[src/rtl/unidade_controle_exp6_pkg.sv]
// rtl/unidade_controle_exp6_pkg.sv - state codes, output bundle and default timing for the game controller
package unidade_controle_exp6_pkg;

  localparam int T_LED_DEF     = 500;
  localparam int T_APAGA_DEF   = 250;
  localparam int T_TIMEOUT_DEF = 5000;
  localparam int TIMER_W       = 16;

  typedef enum logic [3:0] {
    INICIAL     = 4'h0,
    PREPARA     = 4'h1,
    MOSTRA      = 4'h2,
    APAGA       = 4'h3,
    PROX_MOSTRA = 4'h4,
    ZERA_JOG    = 4'h5,
    ESPERA      = 4'h6,
    REGISTRA    = 4'h7,
    COMPARA     = 4'h8,
    PROX_JOG    = 4'h9,
    PROX_RODADA = 4'hA,
    FIM_ACERTO  = 4'hB,
    FIM_ERRO    = 4'hC,
    FIM_TIMEOUT = 4'hD
  } estado_t;

  typedef struct packed {
    logic zera_e;
    logic conta_e;
    logic zera_r;
    logic conta_r;
    logic registra_r;
    logic mostra_led;
    logic pronto;
    logic ganhou;
    logic perdeu;
    logic db_timeout;
  } saidas_t;

  // Only the timed states let the cycle timer advance.
  function automatic logic timer_ativo(estado_t s);
    return (s == MOSTRA) || (s == APAGA) || (s == ESPERA);
  endfunction

endpackage

[src/rtl/unidade_controle_exp6_if.sv]
// rtl/unidade_controle_exp6_if.sv - status/command bundle between datapath and control unit
interface unidade_controle_exp6_if;

  logic       jogar;
  logic       tem_jogada;
  logic       igual_jogada;
  logic       fim_rodada;
  logic       fim_seq;
  logic       zera_e;
  logic       conta_e;
  logic       zera_r;
  logic       conta_r;
  logic       registra_r;
  logic       mostra_led;
  logic       pronto;
  logic       ganhou;
  logic       perdeu;
  logic       db_timeout;
  logic [3:0] db_estado;

  modport master (
    output jogar, tem_jogada, igual_jogada, fim_rodada, fim_seq,
    input  zera_e, conta_e, zera_r, conta_r, registra_r, mostra_led,
    input  pronto, ganhou, perdeu, db_timeout, db_estado
  );

  modport slave (
    input  jogar, tem_jogada, igual_jogada, fim_rodada, fim_seq,
    output zera_e, conta_e, zera_r, conta_r, registra_r, mostra_led,
    output pronto, ganhou, perdeu, db_timeout, db_estado
  );

endinterface

[src/rtl/unidade_controle_exp6_temporizador_ciclos.sv]
// rtl/unidade_controle_exp6_temporizador_ciclos.sv - saturating cycle timer with synchronous clear
module temporizador_ciclos
  import unidade_controle_exp6_pkg::*;
#(
  parameter int W = TIMER_W
) (
  input  logic         clock,
  input  logic         reset,
  input  logic         i_clear,
  input  logic         i_enable,
  output logic [W-1:0] o_count
);

  logic [W-1:0] r_count;

  // Saturates at all-ones so a stalled state never sees the count wrap back to zero.
  always_ff @(posedge clock or negedge reset) begin
    if (!reset) begin
      r_count <= '0;
    end else if (i_clear) begin
      r_count <= '0;
    end else if (i_enable && (r_count != {W{1'b1}})) begin
      r_count <= r_count + 1'b1;
    end
  end

  assign o_count = r_count;

endmodule

[src/rtl/unidade_controle_exp6.sv]
// rtl/unidade_controle_exp6.sv - Moore control unit for the memory-sequence game
module unidade_controle_exp6
  import unidade_controle_exp6_pkg::*;
#(
  parameter int T_LED     = T_LED_DEF,
  parameter int T_APAGA   = T_APAGA_DEF,
  parameter int T_TIMEOUT = T_TIMEOUT_DEF
) (
  input  logic                    clock,
  input  logic                    reset,
  unidade_controle_exp6_if.slave  bus
);

  localparam logic [TIMER_W-1:0] C_LED_END     = TIMER_W'(T_LED - 1);
  localparam logic [TIMER_W-1:0] C_APAGA_END   = TIMER_W'(T_APAGA - 1);
  localparam logic [TIMER_W-1:0] C_TIMEOUT_END = TIMER_W'(T_TIMEOUT - 1);

  estado_t              r_state;
  estado_t              w_next;
  saidas_t              w_out;
  logic [TIMER_W-1:0]   w_count;
  logic                 w_clear;
  logic                 w_enable;

  // Timer restarts on every transition, so it reads 0 on the first cycle of each state.
  assign w_clear  = (w_next != r_state);
  assign w_enable = timer_ativo(r_state);

  temporizador_ciclos #(
    .W (TIMER_W)
  ) u_timer (
    .clock    (clock),
    .reset    (reset),
    .i_clear  (w_clear),
    .i_enable (w_enable),
    .o_count  (w_count)
  );

  always_ff @(posedge clock or negedge reset) begin
    if (!reset) begin
      r_state <= INICIAL;
    end else begin
      r_state <= w_next;
    end
  end

  always_comb begin
    w_next = r_state;
    case (r_state)
      INICIAL:     if (bus.jogar) w_next = PREPARA;
      PREPARA:     w_next = MOSTRA;
      MOSTRA:      if (w_count == C_LED_END) w_next = APAGA;
      APAGA: begin
        if (w_count == C_APAGA_END) begin
          w_next = bus.fim_rodada ? ZERA_JOG : PROX_MOSTRA;
        end
      end
      PROX_MOSTRA: w_next = MOSTRA;
      ZERA_JOG:    w_next = ESPERA;
      // A press landing on the last allowed cycle still counts as a play.
      ESPERA: begin
        if (bus.tem_jogada) begin
          w_next = REGISTRA;
        end else if (w_count == C_TIMEOUT_END) begin
          w_next = FIM_TIMEOUT;
        end
      end
      REGISTRA:    w_next = COMPARA;
      COMPARA: begin
        if (!bus.igual_jogada) begin
          w_next = FIM_ERRO;
        end else if (!bus.fim_rodada) begin
          w_next = PROX_JOG;
        end else if (bus.fim_seq) begin
          w_next = FIM_ACERTO;
        end else begin
          w_next = PROX_RODADA;
        end
      end
      PROX_JOG:    w_next = ESPERA;
      PROX_RODADA: w_next = MOSTRA;
      FIM_ACERTO, FIM_ERRO, FIM_TIMEOUT: begin
        if (bus.jogar) w_next = PREPARA;
      end
      default:     w_next = INICIAL;
    endcase
  end

  always_comb begin
    w_out = '0;
    case (r_state)
      PREPARA: begin
        w_out.zera_e = 1'b1;
        w_out.zera_r = 1'b1;
      end
      MOSTRA:      w_out.mostra_led = 1'b1;
      PROX_MOSTRA: w_out.conta_e    = 1'b1;
      ZERA_JOG:    w_out.zera_e     = 1'b1;
      REGISTRA:    w_out.registra_r = 1'b1;
      PROX_JOG:    w_out.conta_e    = 1'b1;
      PROX_RODADA: begin
        w_out.conta_r = 1'b1;
        w_out.zera_e  = 1'b1;
      end
      FIM_ACERTO: begin
        w_out.pronto = 1'b1;
        w_out.ganhou = 1'b1;
      end
      FIM_ERRO: begin
        w_out.pronto = 1'b1;
        w_out.perdeu = 1'b1;
      end
      FIM_TIMEOUT: begin
        w_out.pronto     = 1'b1;
        w_out.perdeu     = 1'b1;
        w_out.db_timeout = 1'b1;
      end
      default:     w_out = '0;
    endcase
  end

  assign bus.zera_e     = w_out.zera_e;
  assign bus.conta_e    = w_out.conta_e;
  assign bus.zera_r     = w_out.zera_r;
  assign bus.conta_r    = w_out.conta_r;
  assign bus.registra_r = w_out.registra_r;
  assign bus.mostra_led = w_out.mostra_led;
  assign bus.pronto     = w_out.pronto;
  assign bus.ganhou     = w_out.ganhou;
  assign bus.perdeu     = w_out.perdeu;
  assign bus.db_timeout = w_out.db_timeout;
  assign bus.db_estado  = r_state;

endmodule

[src/flat_wrapper.sv]
// flat-port wrapper written by rule: the top's interface ports become plain ports
module unidade_controle_exp6_flat import unidade_controle_exp6_pkg::*;
#(
  parameter int T_LED     = T_LED_DEF,
  parameter int T_APAGA   = T_APAGA_DEF,
  parameter int T_TIMEOUT = T_TIMEOUT_DEF
)
  (clock, reset, bus_jogar, bus_tem_jogada, bus_igual_jogada, bus_fim_rodada, bus_fim_seq, bus_zera_e, bus_conta_e, bus_zera_r, bus_conta_r, bus_registra_r, bus_mostra_led, bus_pronto, bus_ganhou, bus_perdeu, bus_db_timeout, bus_db_estado);
  unidade_controle_exp6_if bus_i ();
  input  logic clock;
  input  logic reset;
  input wire logic [$bits(bus_i.jogar)-1:0] bus_jogar;
  input wire logic [$bits(bus_i.tem_jogada)-1:0] bus_tem_jogada;
  input wire logic [$bits(bus_i.igual_jogada)-1:0] bus_igual_jogada;
  input wire logic [$bits(bus_i.fim_rodada)-1:0] bus_fim_rodada;
  input wire logic [$bits(bus_i.fim_seq)-1:0] bus_fim_seq;
  output wire logic [$bits(bus_i.zera_e)-1:0] bus_zera_e;
  output wire logic [$bits(bus_i.conta_e)-1:0] bus_conta_e;
  output wire logic [$bits(bus_i.zera_r)-1:0] bus_zera_r;
  output wire logic [$bits(bus_i.conta_r)-1:0] bus_conta_r;
  output wire logic [$bits(bus_i.registra_r)-1:0] bus_registra_r;
  output wire logic [$bits(bus_i.mostra_led)-1:0] bus_mostra_led;
  output wire logic [$bits(bus_i.pronto)-1:0] bus_pronto;
  output wire logic [$bits(bus_i.ganhou)-1:0] bus_ganhou;
  output wire logic [$bits(bus_i.perdeu)-1:0] bus_perdeu;
  output wire logic [$bits(bus_i.db_timeout)-1:0] bus_db_timeout;
  output wire logic [$bits(bus_i.db_estado)-1:0] bus_db_estado;
  assign bus_i.jogar = bus_jogar;
  assign bus_i.tem_jogada = bus_tem_jogada;
  assign bus_i.igual_jogada = bus_igual_jogada;
  assign bus_i.fim_rodada = bus_fim_rodada;
  assign bus_i.fim_seq = bus_fim_seq;
  assign bus_zera_e = bus_i.zera_e;
  assign bus_conta_e = bus_i.conta_e;
  assign bus_zera_r = bus_i.zera_r;
  assign bus_conta_r = bus_i.conta_r;
  assign bus_registra_r = bus_i.registra_r;
  assign bus_mostra_led = bus_i.mostra_led;
  assign bus_pronto = bus_i.pronto;
  assign bus_ganhou = bus_i.ganhou;
  assign bus_perdeu = bus_i.perdeu;
  assign bus_db_timeout = bus_i.db_timeout;
  assign bus_db_estado = bus_i.db_estado;
  unidade_controle_exp6 #(.T_LED(T_LED), .T_APAGA(T_APAGA), .T_TIMEOUT(T_TIMEOUT)) u_core (.clock(clock), .reset(reset), .bus(bus_i));
endmodule
[config.mk]
export PLATFORM = sky130hd
export DESIGN_NAME = unidade_controle_exp6_flat
export DESIGN_NICKNAME = d
export VERILOG_FILES = /design/src/rtl/unidade_controle_exp6_pkg.sv /design/src/rtl/unidade_controle_exp6_if.sv /design/src/rtl/unidade_controle_exp6_temporizador_ciclos.sv /design/src/rtl/unidade_controle_exp6.sv /design/src/flat_wrapper.sv
export SDC_FILE = /design/constraint.sdc
export NUM_CORES = 1
export LEC_CHECK = 0
export BUFFER_PORTS_ARGS = -buffer_cell sky130_fd_sc_hd__buf_2
export CORE_MARGIN = 1
export CORE_UTILIZATION = 61
export DETAILED_ROUTE_END_ITERATION = 10
export PLACE_DENSITY = 0.9
export SLEW_MARGIN = 30
export SYNTH_ARGS = -nofsm -noshare
export SYNTH_HDL_FRONTEND = slang
export SYNTH_SLANG_ARGS = --single-unit
[constraint.sdc]
create_clock -name clock -period 7.1 [get_ports clock]
set_input_delay 1.42 -clock clock [delete_from_list [all_inputs] [get_ports clock]]
set_output_delay 1.42 -clock clock [all_outputs]
set_load 0.02 [all_outputs]
==> implementation parameters, run 1 <==
Parameter                              Value

Floorplan
  Y dimension of the die ... 52.6 um
  Core area ... 2320 um^2
  Starting utilization of the core area ... 0.673
  X dimension of the die ... 52.6 um
  Total number of placement rows ... 17
  I/O pin count ... 21
  Area of the die ... 2760 um^2

Clock network
  Number of buffers between clock root and the deepest sink ... 2
  CTS buffer count ... 3
  Clock root buffer ... clkbuf_4
  Post-CTS Setup Repair Bufs ... 0
  Number of cells upsized or downsized after cts ... 0
  Clock tree from TritonCTS ... yes
  Clock-pin slew of the registers on the worst-case setup and hold paths ... 110 ps
  Post-CTS Hold Fix Bufs ... 0
  Clock sink count ... 20
  H-tree levels ... 1
  Latest clock arrival within the worst-skew pair ... 310 ps

Power and ir drop
  Clk network pwr share ... 0.146
  Switching Share ... 0.497
  Comb pwr share ... 0.546
  Static leakage ... 0.728 nW
  Switch Pwr ... 0.320 mW
  Sequential power share ... 0.308
  Highest ir drop seen on vdd ... 0.317 mV
  Cell-internal power ... 0.324 mW
  PwrDens ... 380 nW/um^2

Synthesis
  Count of distinct cell types in the synthesized netlist ... 55
  Asr flop ratio synth ... 1.00
  Top FF cell, synth ... dfrtp_1
  Warning count from the yosys run ... 0
  Sequential share of the synthesized area ... 0.321
  Synthesized Nets ... 194
  Number of enable flip-flop cells after synthesis ... 0
  Cell area after synthesis ... 1560 um^2
  Mean cell area of the mapped netlist ... 8.43 um^2
  Seq cells post-synth ... 20
  Cell count after synthesis ... 185

Timing
  Period Utilization, post-route ... 0.477
  Final count of hold timing violations ... 0
  Worst hold slack ... 606 ps
  Setup total negative slack ... 0 ps
  Transition at the pin with the smallest max-transition slack ... 770 ps
  Unrepaired setup endpoints after global routing ... no
  Achievable clock frequency ... 295 MHz
  Tightest slew margin relative to the limit ... 0.483
  Number of max-slew violations in the final report ... 0
  Skew final ... 3.82 ps
  Post-layout worst setup margin ... 3710 ps
  Final setup fails ... 0
  Final period demand of the worst path ... 3390 ps

Drt
  Routed WL ... 3.70 mm
  Average wire per cell in the routed design ... 16.2 um
  Total DRC errors in the routed layout ... 0
  DRT iter0 DRCs ... 79
  Number of routed nets with antenna violations ... 0
  Routed via count divided by cell count ... 6.53
  First-pass iteration count of the detailed router ... 4
  Vias ... 1488

Placed design
  Final weighted congestion in routability-driven placement ... 0.913
  Worst setup slack after placement ... 3940 ps
  HPWL reported at the end of detailed placement ... 2.65 mm
  Instance area at placement ... 1640 um^2
  Number of cells after detailed placement ... 224
  I/O Buffers ... 20

Global route
  GR Util All Layers ... 0.301
  Number of antenna violations at the first check in global routing ... 0
  Via count of the first global-routing pass ... 1353
  Pin count of the biggest net entering global routing ... 29
  First-pass GRT wire length ... 6.10 mm
  GRT Residual Overflow ... 0

Setup path
  Startpoint of the most critical register-to-register path ... u_core.bus.db_estado[2]
  Element type at the critical path start ... flop
  Worst Path Arrival ... 1970 ps
  Highest fanout seen on the critical path ... 22
  Count of cells along the worst register-to-register path ... 6
  Startpoint-to-endpoint class of the critical path ... reg2out
  Worst path required time ... 5680 ps
  Reg2reg end ... u_core.u_timer.o_count[12]
  Reg2Reg Setup Slack ... 4250 ps
  Critical Path Sink Type ... output pin

Final layout
  Most frequent standard cell in the layout excluding fill and tap cells ... nor2_1
  Share of layout cells above drive strength 1 ... 0.220
  Net total in the final layout ... 210
  Number of non-filler instances in the completed layout ... 228
  Area growth, synth to finish ... 8.58%
  Area of all placed cells without fillers ... 1690 um^2
  Count of filler cells inserted in the layout ... 173
  Most frequent cells in the layout ... 23 x nor2_1, 20 x buf_2, 20 x dfrtp_1
  Ant. Diodes ... 0

Hold path
  Worst Min Path Start ... u_core.u_timer.o_count[15]
  Destination of the worst hold path ... u_core.u_timer.o_count[15]
  Hold/Removal Path Class ... reg2reg
  Worst hold stages ... 2

Job
  Number of violations of the max-capacitance limit ... 0

Outcome
  Run status ... complete, no violations
-- critical path: stages (launching register included) --
cell and delay (ps):
dfrtp_1 780, inv_1 200, nor2_1 230, and2_1 180
or2_2 110, buf_2 150
-- metal layers --
metal | track usage | vias to the layer above | wire, um
li1 | - | 688 | -
met3 | 0.0435 | 11 | 239
met5 | 0 | - | 0
met2 | 0.515 | 71 | 1830
met1 | 0.376 | 718 | 1560
met4 | 0.123 | 0 | 64
-- cell type report --
cell class / count / area, um^2 / share of cell area
Clock buffer: 3 / 22.5 / 0.0133
Clock inverter: 1 / 30.0 / 0.0177
Inverter: 6 / 22.5 / 0.0133
Multi-Input combinational cell: 150 / 983 / 0.581
Sequential cell: 20 / 500 / 0.295
Tap cell: 28 / 35.0 / 0.0207
Timing Repair Buffer: 20 / 100 / 0.0591
-- worst max-delay path by stage --
stage	slack (ps)	start	to
after floorplan	3970	u_core.bus.db_estado[3]	bus_pronto
after global placement	3990	bus_jogar	u_core.u_timer.o_count[13]
after detailed placement	3940	bus_jogar	u_core.u_timer.o_count[10]
after CTS	3750	u_core.bus.db_estado[3]	bus_pronto
after global routing	3550	u_core.bus.db_estado[3]	bus_pronto
final	3710	u_core.bus.db_estado[3]	bus_pronto
-- power groups by stage --
stage               Sequential (mW)  Clock [mW]  Combinational, mW
floorplan                     0.160           0              0.336
global placement              0.193           0              0.333
detailed placement            0.198           0              0.349
CTS                           0.196      0.0955              0.351
global route                  0.204      0.0987              0.384
finish                        0.198      0.0941              0.352
-- kinds of logic (layout without fill, tap and decap cells) --
logic type               Yosys count  count (layout)  share of synthesized area
AO/OA/AOI/OAI                     26              26                      0.140
XOR/XNOR                          15              15                     0.0842
adder cells (fa/ha/maj)            2               2                     0.0160
buffers and inverters             15              30                     0.0489
flip-flops                        20              20                      0.321
multiplexers                       1               1                    0.00642
AND/OR/NAND/NOR                  106             106                      0.384
-- cells in the mapped netlist (all sizes together), types with 3 or more instances --
cell type	number	area share
nor2b	3	0.012
dfrtp	20	0.32
a21oi	7	0.030
inv	6	0.014
and3	4	0.016
nor4	5	0.030
nand3	9	0.029
clkbuf	5	0.012
o211ai	3	0.023
nand2b	3	0.012
xnor2	4	0.022
nand2	19	0.046
buf	4	0.022
nor2	34	0.099
nand4	6	0.024
xor2	11	0.062
nor3	5	0.016
-- stage by stage --
stage	power, mW	utilization
final	0.644	0.731
after detailed placement	0.547	0.708
after CTS	0.642	0.731
after floorplan	0.495	-
after global placement	0.526	0.708
after global routing	0.687	0.731
-- flip-flops by register name, indices dropped and copies added (netlist names) --
name and cells:
u_core.u_timer.o_count 16, u_core.bus.db_estado 4
(Power assumes the default switching activity.)
==> run 2, diff against run 1 <==
- ABC_AREA: not set -> 1
- CORE_UTILIZATION: 61 -> 57
- PLACE_DENSITY: 0.9 -> 0.85
- clock period: 7.1 -> 3.35 ns (I/O delays scaled with it)
==> run 2 against run 1 <==
Effect of this change:
- area after synthesis increased by 4.1%
- final cell count increased by 35%
- sequential share of layout area decreased by 1.5 points
- critical path depth increased by 1
- worst setup slack got worse by 2600 ps
- wire length decreased by 2.8%
- utilization decreased by 4.1 points
- via count increased by 9.2%
- hold slack got worse by 330 ps
- critical path type unchanged
- critical endpoint is now bus_zera_e
==> implementation parameters, run 2 <==
Parameter                              Value

Setup path
  Sequence of cells on the critical path ... nor2_1 -> inv_2 -> o21ai_0 -> inv_1 -> nand2_1 -> buf_2 (was inv_1 -> nor2_1 -> and2_1 -> or2_2 -> buf_2)
  Highest fanout seen on the critical path ... 7 (was 22)
  Delay contributed by the slowest stage of the critical path ... 490 ps (was 780 ps)
  Startpoint-to-endpoint class of the critical path ... reg2out (unchanged)
  Element type at the critical path start ... flop (unchanged)
  Worst path required time ... 2680 ps (was 5680 ps)
  Critical Path Sink Type ... output pin (unchanged)
  Cell with the largest stage delay on the worst path ... dfrtp_1 (unchanged)
  Family with the most delay on the worst path ... flip-flops (unchanged)
  Worst Path Arrival ... 1580 ps (was 1970 ps)
  CP Buf/Inv Count ... 3 (was 2)

Drt
  Total DRC errors in the routed layout ... 0 (unchanged)
  First-pass iteration count of the detailed router ... 5 (was 4)
  Routed via count divided by cell count ... 5.29 (was 6.53)
  DRT iter0 DRCs ... 105 (was 79)
  Vias ... 1625 (was 1488)
  Number of routed nets with antenna violations ... 0 (unchanged)
  Average wire per cell in the routed design ... 11.7 um (was 16.2 um)
  Routed WL ... 3.59 mm (was 3.70 mm)

Final layout
  Net total in the final layout ... 287 (was 210)
  Most frequent cells in the layout ... 70 x nand2_1, 42 x nor2_1, 31 x inv_1 (was 23 x nor2_1, 20 x buf_2, 20 x dfrtp_1)
  Max FFs per register ... 16 (unchanged)
  Count of filler cells inserted in the layout ... 231 (was 173)
  Ant. Diodes ... 0 (unchanged)
  Area growth, synth to finish ... 10.0% (was 8.58%)
  Number of non-filler instances in the completed layout ... 307 (was 228)
  Share of layout cells above drive strength 1 ... 0.217 (was 0.220)
  Most frequent standard cell in the layout excluding fill and tap cells ... nand2_1 (was nor2_1)

Timing
  Skew final ... 10.0 ps (was 3.82 ps)
  Worst hold slack ... 279 ps (was 606 ps)
  Final period demand of the worst path ... 2250 ps
  Unrepaired setup endpoints after global routing ... no (unchanged)
  Final count of hold timing violations ... 0 (unchanged)
  Number of max-slew violations in the final report ... 0 (unchanged)
  Achievable clock frequency ... 445 MHz
  Period Utilization, post-route ... 0.671
  Setup total negative slack ... 0 ps (unchanged)
  Final setup fails ... 0 (unchanged)
  Transition at the pin with the smallest max-transition slack ... 433 ps (was 770 ps)
  Post-layout worst setup margin ... 1100 ps (was 3710 ps)
  Tightest slew margin relative to the limit ... 0.711 (was 0.483)

Synthesis
  Leading cell type by number of instances after synthesis ... nand2_1 (was nor2_1)
  Asr flop ratio synth ... 1.00 (unchanged)
  Cell area after synthesis ... 1620 um^2 (was 1560 um^2)
  Sequential share of the synthesized area ... 0.308 (was 0.321)
  Number of enable flip-flop cells after synthesis ... 0 (unchanged)
  Top FF cell, synth ... dfrtp_1 (unchanged)
  Largest area contributor in the synthesized netlist ... dfrtp_1 (unchanged)
  Synthesized Nets ... 263 (was 194)
  Top cells by instance count after synthesis ... 70 x nand2_1, 42 x nor2_1, 31 x inv_1 (was 23 x nor2_1, 20 x dfrtp_1, 19 x nand2_1)
  Largest cells by area after synthesis ... dfrtp_1 31%, nand2_1 16%, nor2_1 9.7% (was dfrtp_1 32%, xor2_1 6.2%, nor2_1 5.5%)
  Seq cells post-synth ... 20 (unchanged)
  Warning count from the yosys run ... 0 (unchanged)
  Fraction of synthesized cell area taken by the top area cell type ... 0.308 (was 0.321)
  Cell count after synthesis ... 254 (was 185)
  Count of distinct cell types in the synthesized netlist ... 22 (was 55)
  Mean cell area of the mapped netlist ... 6.39 um^2 (was 8.43 um^2)

Floorplan
  Starting utilization of the core area ... 0.627 (was 0.673)
  Area of the die ... 3070 um^2 (was 2760 um^2)
  Total number of placement rows ... 18 (was 17)
  X dimension of the die ... 55.4 um (was 52.6 um)
  Core area ... 2590 um^2 (was 2320 um^2)
  Y dimension of the die ... 55.4 um (was 52.6 um)
  I/O pin count ... 21 (unchanged)

Clock network
  Clock root buffer ... clkbuf_4 (unchanged)
  Clock-pin slew of the registers on the worst-case setup and hold paths ... 110 ps (about the same)
  CTS buffer count ... 3 (unchanged)
  H-tree levels ... 1 (unchanged)
  Post-CTS Setup Repair Bufs ... 0 (unchanged)
  Number of buffers between clock root and the deepest sink ... 2 (unchanged)
  Post-CTS Hold Fix Bufs ... 0 (unchanged)
  Number of cells upsized or downsized after cts ... 0 (unchanged)
  Clock sink count ... 20 (unchanged)
  Clock tree from TritonCTS ... yes (unchanged)
  Latest clock arrival within the worst-skew pair ... 310 ps (about the same)

Power and ir drop
  Static leakage ... 0.942 nW (was 0.728 nW)
  PwrDens ... 481 nW/um^2 (was 380 nW/um^2)
  Highest ir drop seen on vdd ... 0.417 mV (was 0.317 mV)

Global route
  Met2 track utilization from global routing ... 0.380 (was 0.515)
  Most crowded layer after global routing ... met1 (was met2)
  Number of antenna violations at the first check in global routing ... 0 (unchanged)
  GR Util All Layers ... 0.258 (was 0.301)
  Pin count of the biggest net entering global routing ... 21 (was 29)
  GRT Residual Overflow ... 0 (unchanged)
  Met1 GRT Util ... 0.389 (was 0.376)
  Met3 capacity usage during global routing ... 0.0515 (was 0.0435)
  Via count of the first global-routing pass ... 1436 (was 1353)
  First-pass GRT wire length ... 6.31 mm (was 6.10 mm)

Placed design
  Final weighted congestion in routability-driven placement ... 0.899 (was 0.913)
  I/O Buffers ... 20 (unchanged)
  Number of cells after detailed placement ... 303 (was 224)
  Worst setup slack after placement ... 1340 ps (was 3940 ps)
  HPWL reported at the end of detailed placement ... 2.84 mm (was 2.65 mm)

Hold path
  Hold/Removal Path Class ... in2async (was reg2reg)

Job
  Number of violations of the max-capacitance limit ... 0 (unchanged)

Outcome
  Run status ... complete, no violations (unchanged)
## run 2: cell types whose count changed after synthesis, moves of 5 or more
cell      previous run  this run
xor2_1              11         6
nor2_1              23        42
nand2_2              0         6
inv_2                0         7
clkbuf_1             5         0
a21oi_1              6         0
nand3_1              9        22
nand2_1             19        70
inv_1                6        31
o21ai_0              2         7
## run 2: metrics by stage
step	total power [mW]	util	area (um^2)
final	0.859	0.690	1790
after global routing	0.930	0.690	1790
after CTS	0.865	0.690	1790
after detailed placement	0.724	0.676	1750
after global placement	0.717	0.676	1750
after floorplan	0.638	-	1620
## run 2: worst paths after layout
path | cells past startpoint | endpoint | from | slack (ps)
worst max-delay path | 6 | bus_zera_e | u_core.bus.db_estado[2] | 1100
min in group clock | 2 | u_core.u_timer.o_count[15] | u_core.u_timer.o_count[15] | 610
worst max register to register | 13 | u_core.u_timer.o_count[12] | u_core.u_timer.o_count[0] | 1310
max in group asynchronous | 1 | u_core.u_timer.o_count[2] | reset | 2760
worst min-delay path | 1 | u_core.u_timer.o_count[15] | reset | 280
worst min register to register | 2 | u_core.u_timer.o_count[15] | u_core.u_timer.o_count[15] | 610
## run 2: cell type report
class                      count  area (um^2)  share of cell area
clock buffer                   4         36.3              0.0203
inverter                      38          143              0.0798
multi-input combinational    195          970               0.543
sequential                    20          500               0.280
tap                           30         37.5              0.0210
timing repair buffer          20          100              0.0560
## run 2: metal layers
layer | vias to the layer above | share of wire
li1 | 840 | -
met1 | 729 | 0.47
met2 | 52 | 0.44
met3 | 4 | 0.082
met4 | 0 | 0.0058
met5 | - | 0
## run 2: kinds of logic (layout without fill, tap and decap cells)
| logic type | Yosys count | after routing | synth area share |
|---|---|---|---|
| compound gates | 11 | 11 | 0.0401 |
| xor+xnor | 6 | 6 | 0.0324 |
| fa+ha+maj | 2 | 2 | 0.0154 |
| buf+inv | 39 | 62 | 0.0948 |
| flops | 20 | 20 | 0.308 |
| simple gates | 176 | 176 | 0.509 |
## run 2: worst register-to-register path, cell delays in order, from the launching register on
cell     delay (ps)
dfrtp_1         430
ha_1            280
inv_1            90
nor2_1           90
nand2_1          50
nor2_1           80
nand2_1          90
nand2_1          60
nand2_1          90
nand3_2          90
nand2_1          50
nand2_1         130
nand3_4         250
nor2_1          180
## run 2: power by group
part	total (mW)	leakage, nW	internal (mW)	switching [mW]
Sequential	0.291	0.275	0.259	0.0324
Clock	0.141	0.0210	0.0664	0.0743
Combinational	0.427	0.646	0.118	0.309
==> run 3, diff against run 2 <==
- clock period: 3.35 -> 2.2 ns (I/O delays scaled with it)
==> run 3 against run 2 <==
Effect of this change:
- via count grew 0.37%
- worst setup slack lost 930 ps
- die area is the same
- flip-flop and latch count is the same
- critical path type unchanged
- clock skew shrank 7.6 ps
- first-iteration DRC count grew 1.9%
- sequential power grew 53%
- largest cell class unchanged
- final cell count shrank 0.33%
==> implementation parameters, run 3 (synthesis results as in run 2) <==
Parameter                              Value

Final layout
  Share of layout cells above drive strength 1 ... 0.217 (about the same)
  Count of filler cells inserted in the layout ... 231 (unchanged)
  Most frequent cells in the layout ... 70 x nand2_1, 42 x nor2_1, 31 x inv_1 (unchanged)
  Most frequent standard cell in the layout excluding fill and tap cells ... nand2_1 (unchanged)
  Ant. Diodes ... 0 (unchanged)
  Number of non-filler instances in the completed layout ... 306 (was 307)
  Storage element area ... 500 um^2 (unchanged)
  Net total in the final layout ... 287 (unchanged)
  Area of the multi-input gates ... 972 um^2 (was 970 um^2)
  Area of all placed cells without fillers ... 1780 um^2 (was 1790 um^2)
  Max FFs per register ... 16 (unchanged)
  Area growth, synth to finish ... 9.32% (was 10.0%)

Timing
  Tightest slew margin relative to the limit ... 0.709 (was 0.711)
  Final period demand of the worst path ... 2030 ps
  Achievable clock frequency ... 493 MHz
  Unrepaired setup endpoints after global routing ... no (unchanged)
  Number of max-slew violations in the final report ... 0 (unchanged)
  Final count of hold timing violations ... 0 (unchanged)
  Transition at the pin with the smallest max-transition slack ... 436 ps (was 433 ps)
  Skew final ... 2.46 ps (was 10.0 ps)
  Setup total negative slack ... 0 ps (unchanged)
  Final setup fails ... 0 (unchanged)
  Period Utilization, post-route ... 0.922

Floorplan
  Y dimension of the die ... 55.4 um (unchanged)
  Area of the die ... 3070 um^2 (unchanged)
  Core area ... 2590 um^2 (unchanged)
  Starting utilization of the core area ... 0.627 (unchanged)
  I/O pin count ... 21 (unchanged)
  X dimension of the die ... 55.4 um (unchanged)
  Total number of placement rows ... 18 (unchanged)

Setup path
  Worst Path Arrival ... 1590 ps (was 1580 ps)
  Family with the most delay on the worst path ... flip-flops (unchanged)
  Critical Path Sink Type ... output pin (unchanged)
  Sequence of cells on the critical path ... nor2_1 -> inv_2 -> o21ai_0 -> inv_1 -> nand2_1 -> buf_2 (unchanged)
  Startpoint-to-endpoint class of the critical path ... reg2out (unchanged)
  Delay contributed by the slowest stage of the critical path ... 490 ps (about the same)
  CP Buf/Inv Count ... 3 (unchanged)
  Highest fanout seen on the critical path ... 7 (unchanged)
  Cell with the largest stage delay on the worst path ... dfrtp_1 (unchanged)
  Worst path required time ... 1760 ps (was 2680 ps)
  Element type at the critical path start ... flop (unchanged)

Global route
  Via count of the first global-routing pass ... 1407 (was 1436)
  First-pass GRT wire length ... 6.29 mm (was 6.31 mm)
  Met2 track utilization from global routing ... 0.375 (was 0.380)
  Most crowded layer after global routing ... met1 (unchanged)
  Pin count of the biggest net entering global routing ... 21 (unchanged)
  GRT Residual Overflow ... 0 (unchanged)
  Number of antenna violations at the first check in global routing ... 0 (unchanged)
  Met1 GRT Util ... 0.391 (was 0.389)
  GR Util All Layers ... 0.253 (was 0.258)
  Met3 capacity usage during global routing ... 0.0492 (was 0.0515)

Clock network
  Clock tree from TritonCTS ... yes (unchanged)
  Number of buffers between clock root and the deepest sink ... 2 (unchanged)
  H-tree levels ... 1 (unchanged)
  Clock-pin slew of the registers on the worst-case setup and hold paths ... 110 ps (about the same)
  Post-CTS Hold Fix Bufs ... 0 (unchanged)
  Number of cells upsized or downsized after cts ... 0 (unchanged)
  Clock sink count ... 20 (unchanged)
  Latest clock arrival within the worst-skew pair ... 300 ps (was 310 ps)
  CTS buffer count ... 3 (unchanged)
  Post-CTS Setup Repair Bufs ... 0 (unchanged)
  Clock root buffer ... clkbuf_4 (unchanged)

Placed design
  Number of cells after detailed placement ... 303 (unchanged)
  I/O Buffers ... 20 (unchanged)
  HPWL reported at the end of detailed placement ... 2.83 mm (was 2.84 mm)
  Final weighted congestion in routability-driven placement ... 0.948 (was 0.899)
  Instance area at placement ... 1750 um^2 (unchanged)

Power and ir drop
  Static leakage ... 0.932 nW (was 0.942 nW)
  Highest ir drop seen on vdd ... 0.712 mV (was 0.417 mV)
  PwrDens ... 716 nW/um^2 (was 481 nW/um^2)

Drt
  Routed WL ... 3.62 mm (was 3.59 mm)
  Average wire per cell in the routed design ... 11.8 um (was 11.7 um)
  First-pass iteration count of the detailed router ... 4 (was 5)
  Number of routed nets with antenna violations ... 0 (unchanged)
  Total DRC errors in the routed layout ... 0 (unchanged)
  Vias ... 1631 (was 1625)
  Routed via count divided by cell count ... 5.33 (was 5.29)
  DRT iter0 DRCs ... 107 (was 105)

Job
  Number of violations of the max-capacitance limit ... 0 (unchanged)

Hold path
  Hold/Removal Path Class ... in2async (unchanged)

Outcome
  Run status ... complete, no violations (unchanged)
run 3: path summary, 6_finish.rpt:
| kind | end | slack (ps) | start | cells past startpoint |
|---|---|---|---|---|
| hold / removal | u_core.u_timer.o_count[10] | 60 | reset | 1 |
| setup / recovery | bus_zera_e | 170 | u_core.bus.db_estado[2] | 6 |
| min in group clock | u_core.bus.db_estado[3] | 470 | bus_jogar | 4 |
| setup reg to reg | u_core.u_timer.o_count[13] | 240 | u_core.u_timer.o_count[0] | 13 |
| hold reg to reg | u_core.u_timer.o_count[7] | 620 | u_core.u_timer.o_count[7] | 2 |
| max in group asynchronous | u_core.u_timer.o_count[9] | 1840 | reset | 1 |
run 3: layout make-up:
type | instances | area share
Multi-Input combinational cell | 195 | 0.548
Sequential cell | 20 | 0.282
Inverter | 38 | 0.0803
Timing Repair Buffer | 20 | 0.0564
Tap cell | 30 | 0.0211
Clock buffer | 3 | 0.0127
run 3: routing by layer:
metal / up-vias / part of all wire / wire length (um)
met2: 57 / 0.43 / 1550
met3: 6 / 0.075 / 270
met1: 723 / 0.49 / 1770
met4: 0 / 0.0077 / 28
li1: 845 / - / -
met5: - / 0 / 0
run 3: report_power, final:
part	internal (mW)	switching (mW)
clock	0.0640	0.111
combinational	0.179	0.474
sequential	0.394	0.0496
total	0.637	0.634
run 3: metrics by stage:
| stage | total power [mW] | hold slack [ps] | worst slack, ps | util |
|---|---|---|---|---|
| after floorplan | 0.971 | 144 | 259 | - |
| after global placement | 1.09 | 404 | 247 | 0.676 |
| after detailed placement | 1.10 | 408 | 214 | 0.676 |
| after CTS | 1.27 | 72.5 | 182 | 0.685 |
| after global routing | 1.36 | 102 | 21.4 | 0.686 |
| final | 1.27 | 59.9 | 171 | 0.686 |
